--- src/rtl/vram_frame_reader.sv ---
// rtl/vram_frame_reader.sv - sweeps one stored image out of VRAM as a flow-controlled pixel stream
//
// Ports:
//   clk, reset_n              clock, asynchronous active-low reset
//   start, image_sel          rising edge of start launches a frame of image image_sel
//   half_mode                 2:1 decimation in x and y, sampled on the start edge
//   abort                     cancels the running frame
//   vram_addr/rd_en/rdata     VRAM read port, rdata valid RD_LAT cycles after rd_en
//   pix_data/valid/ready      pixel stream handshake
//   pix_sof/eol/eof           frame/line markers qualified by pix_valid
//   busy, done                frame in progress, one-cycle completion pulse
module vram_frame_reader #(
    parameter int DATA_W = 8,
    parameter int ADDR_W = 32,
    parameter int IMG_W  = 256,
    parameter int IMG_H  = 256,
    parameter int N_IMG  = 2,
    parameter int RD_LAT = 2
) (
    input  logic                                          clk,
    input  logic                                          reset_n,
    input  logic                                          start,
    input  logic [((N_IMG > 1) ? $clog2(N_IMG) : 1)-1:0]  image_sel,
    input  logic                                          half_mode,
    input  logic                                          abort,
    output logic [ADDR_W-1:0]                             vram_addr,
    output logic                                          vram_rd_en,
    input  logic [DATA_W-1:0]                             vram_rdata,
    output logic [DATA_W-1:0]                             pix_data,
    output logic                                          pix_valid,
    input  logic                                          pix_ready,
    output logic                                          pix_sof,
    output logic                                          pix_eol,
    output logic                                          pix_eof,
    output logic                                          busy,
    output logic                                          done
);

    localparam int DEPTH = RD_LAT + 2;
    localparam int CW    = $clog2(DEPTH + 1);
    localparam int PW    = $clog2(DEPTH);
    localparam int XW    = $clog2(IMG_W);
    localparam int YW    = $clog2(IMG_H);
    localparam int SW    = (N_IMG > 1) ? $clog2(N_IMG) : 1;
    localparam int EW    = DATA_W + 3;
    localparam logic [ADDR_W-1:0] FRAME_PIX = ADDR_W'(IMG_W * IMG_H);

    typedef enum logic [1:0] {S_IDLE, S_ISSUE, S_DRAIN, S_DONE} state_t;

    state_t              r_state;
    logic                r_start_d;
    logic                r_half;
    logic                r_aborting;
    logic [ADDR_W-1:0]   r_base;
    logic [XW-1:0]       r_x;
    logic [YW-1:0]       r_y;
    logic                r_rd_en;
    logic [ADDR_W-1:0]   r_addr;
    logic [2:0]          r_mk;
    logic [RD_LAT-1:0]   r_pv;
    logic [2:0]          r_pm [RD_LAT];
    logic [CW-1:0]       r_used;
    logic [EW-1:0]       r_mem [DEPTH];
    logic [PW-1:0]       r_wp;
    logic [PW-1:0]       r_rp;
    logic [CW-1:0]       r_count;
    logic                r_busy;
    logic                r_done;

    logic                w_start_edge;
    logic                w_pop;
    logic                w_push;
    logic                w_abort;
    logic                w_grant;
    logic                w_issue;
    logic                w_start_issue;
    logic                w_inflight_next;
    logic [CW-1:0]       w_count_next;
    logic [XW-1:0]       w_x_step;
    logic [YW-1:0]       w_y_step;
    logic [XW-1:0]       w_x_last_val;
    logic [YW-1:0]       w_y_last_val;
    logic                w_x_last;
    logic                w_y_last;
    logic                w_sof;
    logic                w_eol;
    logic                w_eof;
    logic [ADDR_W-1:0]   w_addr;
    logic [SW-1:0]       w_sel;
    logic [ADDR_W-1:0]   w_base_new;
    logic [2:0]          w_head_mk;

    assign w_start_edge  = start & ~r_start_d;
    assign w_pop         = (r_count != '0) & pix_ready;
    assign w_abort       = abort & ((r_state == S_ISSUE) | (r_state == S_DRAIN));
    // Returning data is dropped once an abort has been seen.
    assign w_push        = r_pv[RD_LAT-1] & ~r_aborting & ~w_abort;
    assign w_count_next  = r_count - CW'(w_pop) + CW'(w_push);

    // r_used counts every read already scheduled whose pixel has not left the
    // FIFO, so it bounds in-flight reads plus occupancy; a pop this cycle frees
    // its slot immediately, which keeps the stream at one pixel per cycle.
    assign w_grant       = (r_used - CW'(w_pop)) < CW'(DEPTH);
    assign w_issue       = (r_state == S_ISSUE) & ~w_abort & w_grant;
    assign w_start_issue = (r_state == S_IDLE) & w_start_edge;

    // Reads still outstanding after this clock edge.
    always_comb begin
        w_inflight_next = r_rd_en;
        for (int k = 0; k < RD_LAT - 1; k++) begin
            w_inflight_next = w_inflight_next | r_pv[k];
        end
    end

    assign w_x_step     = r_half ? XW'(2) : XW'(1);
    assign w_y_step     = r_half ? YW'(2) : YW'(1);
    assign w_x_last_val = r_half ? XW'(IMG_W - 2) : XW'(IMG_W - 1);
    assign w_y_last_val = r_half ? YW'(((IMG_H - 1) / 2) * 2) : YW'(IMG_H - 1);
    assign w_x_last     = (r_x == w_x_last_val);
    assign w_y_last     = (r_y == w_y_last_val);
    assign w_sof        = (r_x == '0) & (r_y == '0);
    assign w_eol        = w_x_last;
    assign w_eof        = w_x_last & w_y_last;
    assign w_addr       = r_base + (ADDR_W'(r_y) << XW) + ADDR_W'(r_x);

    assign w_sel        = (int'(image_sel) >= N_IMG) ? SW'(N_IMG - 1) : image_sel;
    assign w_base_new   = ADDR_W'(w_sel) * FRAME_PIX;

    always_ff @(posedge clk or negedge reset_n) begin
        if (!reset_n) begin
            r_state    <= S_IDLE;
            r_start_d  <= 1'b0;
            r_half     <= 1'b0;
            r_aborting <= 1'b0;
            r_base     <= '0;
            r_x        <= '0;
            r_y        <= '0;
            r_rd_en    <= 1'b0;
            r_addr     <= '0;
            r_mk       <= '0;
            r_pv       <= '0;
            r_used     <= '0;
            r_wp       <= '0;
            r_rp       <= '0;
            r_count    <= '0;
            r_busy     <= 1'b0;
            r_done     <= 1'b0;
            for (int k = 0; k < RD_LAT; k++) begin
                r_pm[k] <= '0;
            end
            for (int i = 0; i < DEPTH; i++) begin
                r_mem[i] <= '0;
            end
        end else begin
            r_start_d <= start;
            r_done    <= 1'b0;

            // Markers ride alongside each outstanding read.
            r_pv[0] <= r_rd_en;
            r_pm[0] <= r_mk;
            for (int k = 1; k < RD_LAT; k++) begin
                r_pv[k] <= r_pv[k-1];
                r_pm[k] <= r_pm[k-1];
            end

            if (w_push) begin
                r_mem[r_wp] <= {r_pm[RD_LAT-1], vram_rdata};
                r_wp        <= (r_wp == PW'(DEPTH - 1)) ? '0 : r_wp + PW'(1);
            end
            if (w_pop) begin
                r_rp <= (r_rp == PW'(DEPTH - 1)) ? '0 : r_rp + PW'(1);
            end
            r_count <= w_count_next;
            r_used  <= r_used - CW'(w_pop) + CW'(w_issue | w_start_issue);

            case (r_state)
                S_IDLE: begin
                    r_rd_en <= 1'b0;
                    if (w_start_edge) begin
                        // The first read goes out straight from the start edge.
                        r_state    <= S_ISSUE;
                        r_busy     <= 1'b1;
                        r_aborting <= 1'b0;
                        r_half     <= half_mode;
                        r_base     <= w_base_new;
                        r_rd_en    <= 1'b1;
                        r_addr     <= w_base_new;
                        r_mk       <= 3'b100;
                        r_x        <= half_mode ? XW'(2) : XW'(1);
                        r_y        <= '0;
                    end
                end
                S_ISSUE: begin
                    if (w_issue) begin
                        r_rd_en <= 1'b1;
                        r_addr  <= w_addr;
                        r_mk    <= {w_sof, w_eol, w_eof};
                        if (w_x_last) begin
                            r_x <= '0;
                            if (w_y_last) begin
                                r_state <= S_DRAIN;
                            end else begin
                                r_y <= r_y + w_y_step;
                            end
                        end else begin
                            r_x <= r_x + w_x_step;
                        end
                    end else begin
                        r_rd_en <= 1'b0;
                    end
                end
                S_DRAIN: begin
                    r_rd_en <= 1'b0;
                    if (!w_abort && (w_count_next == '0) && !w_inflight_next) begin
                        r_state <= S_DONE;
                        r_busy  <= 1'b0;
                        r_done  <= 1'b1;
                    end
                end
                default: begin
                    r_state    <= S_IDLE;
                    r_rd_en    <= 1'b0;
                    r_aborting <= 1'b0;
                end
            endcase

            if (w_abort) begin
                r_rd_en    <= 1'b0;
                r_aborting <= 1'b1;
                r_count    <= '0;
                r_wp       <= '0;
                r_rp       <= '0;
                r_used     <= '0;
                if (!w_inflight_next) begin
                    r_state <= S_DONE;
                    r_busy  <= 1'b0;
                    r_done  <= 1'b1;
                end else begin
                    r_state <= S_DRAIN;
                end
            end
        end
    end

    assign {w_head_mk, pix_data} = r_mem[r_rp];
    assign pix_valid  = (r_count != '0);
    assign pix_sof    = pix_valid & w_head_mk[2];
    assign pix_eol    = pix_valid & w_head_mk[1];
    assign pix_eof    = pix_valid & w_head_mk[0];
    assign vram_addr  = r_addr;
    assign vram_rd_en = r_rd_en;
    assign busy       = r_busy;
    assign done       = r_done;

endmodule

--- config.mk ---
export PLATFORM = sky130hd
export DESIGN_NAME = vram_frame_reader
export DESIGN_NICKNAME = d
export VERILOG_FILES = /design/src/rtl/vram_frame_reader.sv
export SDC_FILE = /design/constraint.sdc
export NUM_CORES = 1
export LEC_CHECK = 0
export ABC_CLOCK_PERIOD_IN_PS = 4400
export CORE_MARGIN = 10
export CORE_UTILIZATION = 29
export CTS_CLUSTER_SIZE = 40
export DETAILED_ROUTE_END_ITERATION = 7
export HOLD_SLACK_MARGIN = 0.06
export PLACE_DENSITY = 0.47
export SLEW_MARGIN = 5
export SYNTH_ARGS = -nofsm -noshare
export SYNTH_HDL_FRONTEND = slang
export SYNTH_SLANG_ARGS = --single-unit
--- constraint.sdc ---
create_clock -name clk -period 4.4 [get_ports clk]
set_input_delay 0.44 -clock clk [delete_from_list [all_inputs] [get_ports clk]]
set_output_delay 0.44 -clock clk [all_outputs]
set_load 0.03 [all_outputs]
==> flow_summary.yaml <==
timing:
  clock_skew_ns: 0.00863
  grt_setup_unrepaired: "no"
  fin_tns_setup_ns: 0
  setup_ws_ns: 0.818
  fin_crit_sh_pct: 81.4
  relSlewSlack_pct: 45.6
  fmax_mhz: 279
  finalSetupViolations: 0
  period_needed_ns: 3.58
  worstMarginPinSlew_ns: 0.816
  drv_slew: 0
  hold_viol_final: 0
global_route:
  track_usage_pct: 9.84
  grt_pass1_vias: 3511
  grt_pass1_wl_um: 18900
  grt_antenna_before_repair: 0
  grt_max_degree: 44
  overflow: 0
critical_path:
  cp_num_cells: 15
  path_buf_inv: 4
  path_cells: "inv_1 -> ha_1 -> nand2_1 -> and2_1 -> inv_1 -> ha_1 -> inv_1 -> ha_1 -> inv_1 -> fa_1 -> nor4b_1 -> and3_1 -> nor3b_1 -> a311oi_2 -> mux2_2"
  rr_startpoint: "r_state[0]$_DFFE_PN0P_"
  path_class: "flip-flop to flip-flop"
  critPathMostFrequentCell: "inv_1"
  worstRegToRegCells: 15
  path_delay_family: "adder cells"
  endpoint: "r_state[1]$_DFFE_PN0P_"
  worstPathArrival_ns: 3.81
  crit_start: "r_state[0]$_DFFE_PN0P_"
  cp-end-kind: "flip-flop"
  cp_slowest_cell: "fa_1"
  rr_endpoint: "r_state[1]$_DFFE_PN0P_"
  cp-start-kind: "flip-flop"
  cp_max_fo: 5
  crit_required_ns: 4.63
  max_stage_delay_ns: 0.52
  r2r_setup_slack_ns: 0.82
pwr:
  power.total_uw: 3950
  powerDensity_nw_per_um2: 648
  clockPowerShare_pct: 20.2
  ir_drop_v: 0.000274
  combPwrFrac_pct: 42.4
  seq_power_share_pct: 37.4
  p_int_uw: 2460
  power_leakage_uw: 0.00278
  power.switching_uw: 1500
  sw_frac_of_total_pct: 37.9
clocking:
  cts-resized-gates: 0
  root_buffer: "clkbuf_16"
  clk_latency_ns: 0.35
  cts_setup_buffers: 0
  cts_hold_buffers: 1
  path_clk_slew_ns: 0.07
  cts_buffers: 9
  cts_sinks: 107
  cts_max_path_buffers: 2
  cts_tree: "done"
  htreeDepth: 3
final_layout:
  fin_cells: 707
  diodes: 0
  fin_nets: 515
  drive_gt1_share_pct: 19.3
  area_growth_pct: 18.1
  nFillCells: 1717
  utilization_pct: 35.2
synthesis:
  ys_types: 54
  synthesis.area_um2: 5170
  synth_compound_area_share_pct: 6.81
  synth_edf_count: 0
  synth_common_cells: "dfrtp_1, nand2_1, mux2_2"
  synth-xor-area-share_pct: 2.11
  synthAdderAreaFrac_pct: 5.76
  synth-main-ff-cell: "dfrtp_1"
  synthCells: 434
  syn_avg_cell_area_um2: 11.9
  synth.area.mux_share_pct: 15.5
  synth_top_family_by_area: "multiplexers"
  synth-simple-area-share_pct: 13.0
  yosysMostFrequentCell: "dfrtp_1"
  async_flop_share_pct: 100
  ys_top_cells_by_area: "dfrtp_1, mux2_2, mux4_2"
  ys_seq_elements: 107
  ys_seq_area_share_pct: 51.8
  yosys_warnings: 0
  synth_top_cell_by_area: "dfrtp_1"
  yosys.area.top_type_share_pct: 51.8
placed_design:
  dp.cells: 691
  numPortBuffers: 46
  gp_congestion: 0.814
  dp_slack_ns: 0.799
  place_hpwl_um: 8020
drt:
  drtAntennaViolNets: 0
  via_count: 3279
  post_drt_via_cell_ratio: 4.64
  drc: 0
  dr.pass1.iters: 4
  detail_route.iter0.violations: 153
  wirelength_um: 11200
  wl_per_cell_um: 15.9
floorplanning:
  fp.dieW_um: 153
  die_y_um: 153
  core-area_um2: 17400
  num_rows: 48
  dieArea_um2: 23600
  design.portCount: 62
  start_util_pct: 29.8
status:
  run_status: "completed"
min_path:
  hp-class: "flip-flop to flip-flop"
job:
  drv_cap: 0
metrics by stage:
| step | hold slack, ns | instance area (um^2) |
|---|---|---|
| final | 0.347 | 6100 |
| after global routing | 0.350 | 6100 |
| after CTS | 0.347 | 6100 |
| after detailed placement | 0.336 | 5800 |
| after global placement | 0.336 | 5800 |
| after floorplan | 0.144 | 5220 |
flip-flops by register name, summed over array words and instances (netlist names):
signal      flops
r_base          1
r_y             8
done            1
r_half          1
r_state         2
r_pm            6
vram_rd_en      1
r_count         3
vram_addr      17
r_mem          44
r_start_d       1
r_wp            2
r_used          3
busy            1
r_x             8
r_rp            2
r_aborting      1
r_pv            2
r_mk            3
power by group through the flow:
stage / clock network (uW) / registers (uW) / logic (uW)
after floorplan: 0 / 1460 / 1210
after global placement: 0 / 1490 / 1660
after detailed placement: 0 / 1500 / 1700
after CTS: 838 / 1480 / 1700
after global routing: 887 / 1530 / 1860
final: 800 / 1480 / 1670
worst min path at each step:
| stage | start | to | depth (start not counted) |
|---|---|---|---|
| finish | r_pm[3]$_DFF_PN0_ | r_pm[0]$_DFF_PN0_ | 0 |
| global route | r_pm[3]$_DFF_PN0_ | r_pm[0]$_DFF_PN0_ | 0 |
| CTS | r_pm[3]$_DFF_PN0_ | r_pm[0]$_DFF_PN0_ | 0 |
| detailed placement | r_pm[3]$_DFF_PN0_ | r_pm[0]$_DFF_PN0_ | 0 |
| global placement | r_pm[4]$_DFF_PN0_ | r_pm[1]$_DFF_PN0_ | 0 |
| floorplan | reset_n | busy$_DFF_PN0_ | 0 |
cells by family (layout without fill, tap and decap cells):
family | count (synthesis) | after routing
buffers and inverters | 48 | 82
XOR/XNOR | 10 | 10
other | 1 | 15
flip-flops | 107 | 107
AND/OR/NAND/NOR | 133 | 133
AO/OA/AOI/OAI | 53 | 53
multiplexers | 60 | 60
adder cells (fa/ha/maj) | 22 | 22
per-layer routing:
| metal | up-vias | track usage, % | share of wire (%) |
|---|---|---|---|
| li1 | 1575 | - | - |
| met1 | 1638 | 11.9 | 46 |
| met2 | 55 | 16.2 | 49 |
| met3 | 11 | 3.51 | 4.2 |
| met4 | 0 | 2.56 | 0.69 |
| met5 | - | 0 | 0 |
cells in the final DEF (no fill, tap or decap), types with 7 or more instances in the layout:
master,synthesis,routed
a21oi_1,11,11
and2_1,11,11
mux2_2,48,48
clkbuf_16,0,9
ha_1,19,19
conb_1,1,15
nor2_1,19,19
clkdlybuf4s50_1,0,45
nand3_1,8,8
inv_1,14,14
nand2_1,57,57
dfrtp_1,107,107
mux4_2,11,11
buf_4,15,7
o21ai_0,25,25
area by class of cell:
| class | count | area, um^2 | area share [%] |
|---|---|---|---|
| tap | 225 | 282 | 4.61 |
| sequential | 107 | 2680 | 43.9 |
| inverter | 14 | 52.6 | 0.861 |
| timing repair buffer | 53 | 513 | 8.41 |
| multi-input combinational | 293 | 2280 | 37.4 |
| clock inverter | 5 | 53.8 | 0.882 |
| clock buffer | 10 | 239 | 3.92 |
Note: power is estimated with default switching activity, not from simulation.
